===== src/rtl/io_bus_sequencer_pkg.sv =====
`default_nettype none
// ---------------------------------------------------------------------------
// io_bus_sequencer_pkg : state encoding, default timing, counter width helper
// Revision 1.0
// ---------------------------------------------------------------------------
package io_bus_sequencer_pkg;

  typedef enum logic [1:0] {
    S_IDLE   = 2'd0,
    S_SETUP  = 2'd1,
    S_STROBE = 2'd2,
    S_HOLD   = 2'd3
  } state_e;

  localparam int C_DEF_SETUP_CYCLES   = 1;
  localparam int C_DEF_STROBE_CYCLES  = 2;
  localparam int C_DEF_TIMEOUT_CYCLES = 255;

  // One bit of headroom over the largest phase length so a load never wraps.
  function automatic int cnt_width(input int a, input int b, input int c);
    int m;
    m = a;
    if (b > m) m = b;
    if (c > m) m = c;
    return $clog2(m) + 1;
  endfunction

endpackage
`default_nettype wire


===== src/rtl/io_bus_sequencer_if.sv =====
`default_nettype none
// ---------------------------------------------------------------------------
// io_bus_sequencer_if : control-unit request / interface-stage strobe bundle
// Revision 1.0
// ---------------------------------------------------------------------------
interface io_bus_sequencer_if;

  logic req_rd;
  logic req_wr;
  logic io_wait;
  logic address_ld_n;
  logic data_ld_n;
  logic rd;
  logic wr;
  logic data_dir_out;
  logic data_dir_in;
  logic rd_capture;
  logic busy;
  logic done;
  logic timeout_err;

  modport master (
    output req_rd, req_wr, io_wait,
    input  address_ld_n, data_ld_n, rd, wr, data_dir_out, data_dir_in,
           rd_capture, busy, done, timeout_err
  );

  modport slave (
    input  req_rd, req_wr, io_wait,
    output address_ld_n, data_ld_n, rd, wr, data_dir_out, data_dir_in,
           rd_capture, busy, done, timeout_err
  );

endinterface
`default_nettype wire


===== src/rtl/io_bus_sequencer_cycle_counter.sv =====
`default_nettype none
// ---------------------------------------------------------------------------
// io_bus_sequencer_cycle_counter : loadable down-counter with zero flag
// Revision 1.0
// ---------------------------------------------------------------------------
module io_bus_sequencer_cycle_counter #(
  parameter int WIDTH = 9
) (
  input  wire logic             clock,
  input  wire logic             notReset,
  input  wire logic             load_i,
  input  wire logic [WIDTH-1:0] value_i,
  input  wire logic             dec_i,
  output logic                  zero_o
);

  logic [WIDTH-1:0] cnt_q;

  always_ff @(posedge clock) begin
    if (!notReset) begin
      cnt_q <= '0;
    end else if (load_i) begin
      cnt_q <= value_i;
    end else if (dec_i && (cnt_q != '0)) begin
      cnt_q <= cnt_q - 1'b1;
    end
  end

  assign zero_o = (cnt_q == '0);

endmodule
`default_nettype wire


===== src/rtl/io_bus_sequencer.sv =====
`default_nettype none
// ---------------------------------------------------------------------------
// io_bus_sequencer : phases CPU rd/wr requests into latch/direction/strobe
// controls with io_wait stretching and bounded timeout. Revision 1.0
// ---------------------------------------------------------------------------
module io_bus_sequencer
  import io_bus_sequencer_pkg::*;
#(
  parameter int SETUP_CYCLES   = C_DEF_SETUP_CYCLES,
  parameter int STROBE_CYCLES  = C_DEF_STROBE_CYCLES,
  parameter int TIMEOUT_CYCLES = C_DEF_TIMEOUT_CYCLES
) (
  input wire logic          clock,
  input wire logic          notReset,
  io_bus_sequencer_if.slave bus
);

  localparam int CW = cnt_width(SETUP_CYCLES, STROBE_CYCLES, TIMEOUT_CYCLES);
  localparam logic [CW-1:0] C_SETUP_LD   = CW'(SETUP_CYCLES - 1);
  localparam logic [CW-1:0] C_STROBE_LD  = CW'(STROBE_CYCLES - 1);
  localparam logic [CW-1:0] C_TIMEOUT_LD = CW'(TIMEOUT_CYCLES - 1);

  state_e  state_q;
  logic    is_rd_q;
  logic    ext_q;
  logic    rd_q, wr_q, dir_out_q, dir_in_q, busy_q, done_q, tmo_err_q;

  logic          cnt_load_d;
  logic [CW-1:0] cnt_value_d;
  logic          cnt_dec_d;
  logic          cnt_zero;
  logic          req_any;
  logic          strobe_exit;
  logic          timeout_hit;

  assign req_any = bus.req_rd || bus.req_wr;

  // Past the minimum strobe any io_wait=0 ends the phase; at zero with io_wait
  // still high the extension budget is spent.
  assign timeout_hit = (state_q == S_STROBE) && ext_q && cnt_zero && bus.io_wait;
  assign strobe_exit = (state_q == S_STROBE) &&
                       (ext_q ? (!bus.io_wait || cnt_zero) : (cnt_zero && !bus.io_wait));

  always_comb begin
    cnt_load_d  = 1'b0;
    cnt_value_d = '0;
    cnt_dec_d   = 1'b0;
    case (state_q)
      S_IDLE: begin
        if (req_any) begin
          cnt_load_d  = 1'b1;
          cnt_value_d = C_SETUP_LD;
        end
      end
      S_SETUP: begin
        if (cnt_zero) begin
          cnt_load_d  = 1'b1;
          cnt_value_d = C_STROBE_LD;
        end else begin
          cnt_dec_d = 1'b1;
        end
      end
      S_STROBE: begin
        if (!ext_q && cnt_zero && bus.io_wait) begin
          cnt_load_d  = 1'b1;
          cnt_value_d = C_TIMEOUT_LD;
        end else begin
          cnt_dec_d = 1'b1;
        end
      end
      default: ;
    endcase
  end

  io_bus_sequencer_cycle_counter #(
    .WIDTH (CW)
  ) u_cycle_counter (
    .clock    (clock),
    .notReset (notReset),
    .load_i   (cnt_load_d),
    .value_i  (cnt_value_d),
    .dec_i    (cnt_dec_d),
    .zero_o   (cnt_zero)
  );

  always_ff @(posedge clock) begin
    if (!notReset) begin
      state_q   <= S_IDLE;
      is_rd_q   <= 1'b0;
      ext_q     <= 1'b0;
      rd_q      <= 1'b0;
      wr_q      <= 1'b0;
      dir_out_q <= 1'b0;
      dir_in_q  <= 1'b0;
      busy_q    <= 1'b0;
      done_q    <= 1'b0;
      tmo_err_q <= 1'b0;
    end else begin
      done_q    <= 1'b0;
      tmo_err_q <= 1'b0;
      case (state_q)
        S_IDLE: begin
          if (req_any) begin
            state_q   <= S_SETUP;
            is_rd_q   <= bus.req_rd;
            ext_q     <= 1'b0;
            busy_q    <= 1'b1;
            dir_out_q <= !bus.req_rd;
          end
        end
        S_SETUP: begin
          if (cnt_zero) begin
            state_q  <= S_STROBE;
            rd_q     <= is_rd_q;
            wr_q     <= !is_rd_q;
            dir_in_q <= is_rd_q;
          end
        end
        S_STROBE: begin
          if (strobe_exit) begin
            state_q   <= S_HOLD;
            rd_q      <= 1'b0;
            wr_q      <= 1'b0;
            dir_in_q  <= 1'b0;
            done_q    <= 1'b1;
            tmo_err_q <= timeout_hit;
          end else if (!ext_q && cnt_zero) begin
            ext_q <= 1'b1;
          end
        end
        S_HOLD: begin
          state_q   <= S_IDLE;
          busy_q    <= 1'b0;
          dir_out_q <= 1'b0;
          ext_q     <= 1'b0;
        end
        default: state_q <= S_IDLE;
      endcase
    end
  end

  // Latch enables act on the acceptance edge itself, so they cannot be registered.
  assign bus.address_ld_n = !(notReset && (state_q == S_IDLE) && req_any);
  assign bus.data_ld_n    = !(notReset && (state_q == S_IDLE) && bus.req_wr && !bus.req_rd);
  // rd_capture depends on the io_wait sample of the exiting cycle.
  assign bus.rd_capture   = (state_q == S_STROBE) && is_rd_q && !bus.io_wait &&
                            (ext_q || cnt_zero);

  assign bus.rd           = rd_q;
  assign bus.wr           = wr_q;
  assign bus.data_dir_out = dir_out_q;
  assign bus.data_dir_in  = dir_in_q;
  assign bus.busy         = busy_q;
  assign bus.done         = done_q;
  assign bus.timeout_err  = tmo_err_q;

endmodule
`default_nettype wire


===== src/flat_wrapper.sv =====
// flat-port wrapper written by rule: the top's interface ports become plain ports
module io_bus_sequencer_flat import io_bus_sequencer_pkg::*;
#(
  parameter int SETUP_CYCLES   = C_DEF_SETUP_CYCLES,
  parameter int STROBE_CYCLES  = C_DEF_STROBE_CYCLES,
  parameter int TIMEOUT_CYCLES = C_DEF_TIMEOUT_CYCLES
)
  (clock, notReset, bus_req_rd, bus_req_wr, bus_io_wait, bus_address_ld_n, bus_data_ld_n, bus_rd, bus_wr, bus_data_dir_out, bus_data_dir_in, bus_rd_capture, bus_busy, bus_done, bus_timeout_err);
  io_bus_sequencer_if bus_i ();
  input wire logic clock;
  input wire logic notReset;
  input wire logic [$bits(bus_i.req_rd)-1:0] bus_req_rd;
  input wire logic [$bits(bus_i.req_wr)-1:0] bus_req_wr;
  input wire logic [$bits(bus_i.io_wait)-1:0] bus_io_wait;
  output wire logic [$bits(bus_i.address_ld_n)-1:0] bus_address_ld_n;
  output wire logic [$bits(bus_i.data_ld_n)-1:0] bus_data_ld_n;
  output wire logic [$bits(bus_i.rd)-1:0] bus_rd;
  output wire logic [$bits(bus_i.wr)-1:0] bus_wr;
  output wire logic [$bits(bus_i.data_dir_out)-1:0] bus_data_dir_out;
  output wire logic [$bits(bus_i.data_dir_in)-1:0] bus_data_dir_in;
  output wire logic [$bits(bus_i.rd_capture)-1:0] bus_rd_capture;
  output wire logic [$bits(bus_i.busy)-1:0] bus_busy;
  output wire logic [$bits(bus_i.done)-1:0] bus_done;
  output wire logic [$bits(bus_i.timeout_err)-1:0] bus_timeout_err;
  assign bus_i.req_rd = bus_req_rd;
  assign bus_i.req_wr = bus_req_wr;
  assign bus_i.io_wait = bus_io_wait;
  assign bus_address_ld_n = bus_i.address_ld_n;
  assign bus_data_ld_n = bus_i.data_ld_n;
  assign bus_rd = bus_i.rd;
  assign bus_wr = bus_i.wr;
  assign bus_data_dir_out = bus_i.data_dir_out;
  assign bus_data_dir_in = bus_i.data_dir_in;
  assign bus_rd_capture = bus_i.rd_capture;
  assign bus_busy = bus_i.busy;
  assign bus_done = bus_i.done;
  assign bus_timeout_err = bus_i.timeout_err;
  io_bus_sequencer #(.SETUP_CYCLES(SETUP_CYCLES), .STROBE_CYCLES(STROBE_CYCLES), .TIMEOUT_CYCLES(TIMEOUT_CYCLES)) u_core (.clock(clock), .notReset(notReset), .bus(bus_i));
endmodule

===== config.mk =====
export PLATFORM = sky130hd
export DESIGN_NAME = io_bus_sequencer_flat
export DESIGN_NICKNAME = d
export VERILOG_FILES = /design/src/rtl/io_bus_sequencer_pkg.sv /design/src/rtl/io_bus_sequencer_if.sv /design/src/rtl/io_bus_sequencer_cycle_counter.sv /design/src/rtl/io_bus_sequencer.sv /design/src/flat_wrapper.sv
export SDC_FILE = /design/constraint.sdc
export NUM_CORES = 1
export LEC_CHECK = 0
export ABC_AREA = 1
export BUFFER_PORTS_ARGS = -buffer_cell sky130_fd_sc_hd__buf_2
export CORE_MARGIN = 4
export CORE_UTILIZATION = 60
export CTS_CLUSTER_DIAMETER = 30
export DETAILED_ROUTE_END_ITERATION = 6
export HOLD_SLACK_MARGIN = 0.1
export PLACE_DENSITY = 0.82
export SLEW_MARGIN = 15
export SYNTH_ARGS = -nofsm -noshare
export SYNTH_HDL_FRONTEND = slang
export SYNTH_SLANG_ARGS = --single-unit
export TNS_END_PERCENT = 50

===== constraint.sdc =====
create_clock -name clock -period 4.8 [get_ports clock]
set_input_delay 0.72 -clock clock [delete_from_list [all_inputs] [get_ports clock]]
set_output_delay 0.72 -clock clock [all_outputs]
set_load 0.01 [all_outputs]

==> out/qor.csv <==
metric,value,unit
worst_ep_required_time,4080,ps
cts_root_buffer,clkbuf_4,
min_path_type,flip-flop to flip-flop,
synth_top_family_by_area,simple AND/OR/NAND/NOR gates,
post_drt_wl_per_cell,11.6,um
totalWireLength,2640,um
grt_most_used_layer,met2,
crit_path_end_kind,output pin,
synth_simple_gate_area_frac,0.428,
library_cells_used_by_synthesis,26,
power_density,681,mW/mm2
ioPinCount,15,
synth_xor_xnor_area_share,0.0282,
place_worst_setup_slack,2580,ps
global_route.usage.met1,0.265,
first_iter_violations,18,
cap_viol_max_count,0,
cts_tree,done,
power_leakage,0.700,nW
number_of_antenna_violations_at_the_first_check_in_global_routing,0,
dieHeight,53.5,um
port_buf_inserts,14,
syn-num-nets,197,
postCtsSetupBuffers,0,
postSynthCellCount,186,
filler_cell_count,190,
synthMostInstantiatedCell,nand2_1,
detailroute.via_count,1189,
total_grt_overflow,0,
setup_total_negative_slack,0,ps
highest_delay_cell_along_the_critical_path,dfxtp_1,
finalCriticalPeriod,2550,ps
maxClockFrequency,392,MHz
standard_cell_core_area,0.00196,mm2
synth_adder_area_share,0.0604,
clock_tree.htree_level_count,1,
cts_buffer_depth,2,
path_max_fanout,4,
crit_path_start_kind,flip-flop,
grt_first_pass_wirelength,4840,um
postCtsResizedCells,0,
finalNetCount,212,
yosys_most_used_dff,dfxtp_1,
layout_setup_ws,2250,ps
instances_no_fill,227,
global_route.usage.met3,0.0254,
initial_utilization,0.633,
rrSetupSlack,2980,ps
yosysTopAreaCell,dfxtp_1,
gr-usage-met2,0.412,
finClkSkew,1.44,ps
dieArea,0.00286,mm2
num_antenna_cells,0,
maximum_number_of_pins_on_one_net_before_global_route_repair,18,
first_global_vias,1147,
clock-sinks,19,
outcome,"complete, no violations",
cts_made_buffers,3,
chipWidth,53.5,um
drt-pass1-iter-count,5,
vdd_ir_drop_max,0.380,mV
post_route_cells_drive_above_1_share,0.145,
drc,0,
synth-warning-count,0,
timing.final.max_slew_violations,0,
syn_avg_cell_area,6.68,um2
placement_rows,16,
synth_common_cells,"nand2_1, inv_1, nor2_1",
post_drt_via_cell_ratio,5.24,
post_route_hold_slack,485,ps
hpwl_after_detailed_placement,2000,um
fin_total_pwr,0.914,mW
synth_seq_area_share,0.306,
worst-setup-path-type,flip-flop to output pin,
post-place-cells,223,
cts.hold.buffers_added,0,
final.period_utilization,0.532,
slew_headroom,0.781,
number_of_enable_type_register_cells_in_the_synthesized_netlist,0,
synth_compound_gate_area_share,0.0745,
ys_seq_elements,19,
antenna_left,0,
timing.critical_path.slowest_cell_delay,320,ps
number_of_setup_violations_in_the_final_report,0,
clk_transition_reported_paths,100,ps
place.gp.congestion,0.853,
unrepaired_setup_endpoints_after_global_routing,false,
syn2layout_area_growth,8.06,%
mapped_area,0.00124,mm2
netlist.area_leader.share,0.306,
worst-endpoint-arrival,1830,ps
synth.area.mux_share,0,
grt.total_usage,0.227,
clk_latency,290,ps
hold_viol_final,0,
path_cells,inv_1 -> ha_1 -> nand2_2 -> nor2_4 -> nand2_2 -> nand2_1 -> nand2_1 -> nor3_1 -> buf_2,
asyncSetResetFlopFracSynth,0,
ys_top_cells_by_area,"dfxtp_1, nand2_1, inv_1, nand3_1, nor2_1",
worstMarginPinSlew,327,ps
-- per-layer routing --
metal  share of wire  vias up
met4           0.016        0
li1                -      615
met1            0.44      546
met2            0.51       24
met5               0        -
met3           0.027        4
-- where the power goes --
| part | switching (mW) | total, mW | leakage (nW) | internal (mW) |
|---|---|---|---|---|
| clock | 0.0483 | 0.0806 | 0.0150 | 0.0323 |
| sequential | 0.0319 | 0.239 | 0.157 | 0.207 |
| combinational | 0.384 | 0.595 | 0.528 | 0.210 |
| total | 0.465 | 0.914 | 0.700 | 0.450 |
-- worst paths after layout --
path                                   start                         endpoint  cells after the start
max          u_core.u_cycle_counter.cnt_q[0]                   bus_rd_capture                      9
max reg2reg  u_core.u_cycle_counter.cnt_q[0]  u_core.u_cycle_counter.cnt_q[5]                      9
min                          u_core.bus.busy                  u_core.bus.busy                      2
min reg2reg                  u_core.bus.busy                  u_core.bus.busy                      2
-- logic make-up (layout without fill, tap and decap cells) --
| group | count (synthesis) | count (layout) |
|---|---|---|
| compound gates | 12 | 12 |
| xor+xnor | 4 | 4 |
| buf+inv | 30 | 44 |
| fa+ha+maj | 6 | 6 |
| flops | 19 | 19 |
| simple gates | 115 | 115 |
-- metrics by stage --
stage	cell area, um2	utilization
final	1340	0.684
after global routing	1340	0.684
after CTS	1340	0.684
after detailed placement	1320	0.671
after global placement	1320	0.671
after floorplan	1240	-
-- state kept, by name, summed over array words and instances, names as in the netlist --
name                          count
u_core.bus.data_dir_in            1
u_core.bus.timeout_err            1
u_core.bus.busy                   1
u_core.ext_q                      1
u_core.state_q                    2
u_core.u_cycle_counter.cnt_q      9
u_core.bus.wr                     1
u_core.bus.data_dir_out           1
u_core.is_rd_q                    1
u_core.bus.done                   1
-- cell usage in the layout (no fill, tap or decap), types with 3 or more instances in the layout --
cell	instances
nand2_1	53
o21ai_0	3
buf_2	14
inv_1	26
nand4_1	5
a21oi_1	6
clkbuf_4	3
dfxtp_1	19
xor2_1	4
nor2_1	24
ha_1	6
nand3_1	18
-- critical path: cells and delay by family, from the launching register on --
family,cells,cell delay [ps]
and+or+nand+nor,6,710
DFF,1,320
buffers and inverters,2,280
adders and majority gates,1,240
-- area by class of cell --
class,count,area (um2),share of cell area
multi-input cells,137,734,0.547
inverters,26,97.6,0.0727
well taps,27,33.8,0.0252
repair buffers,14,70.1,0.0522
clock buffers,4,26.3,0.0196
flip-flops and latches,19,380,0.283
(Power assumes the default switching activity.)
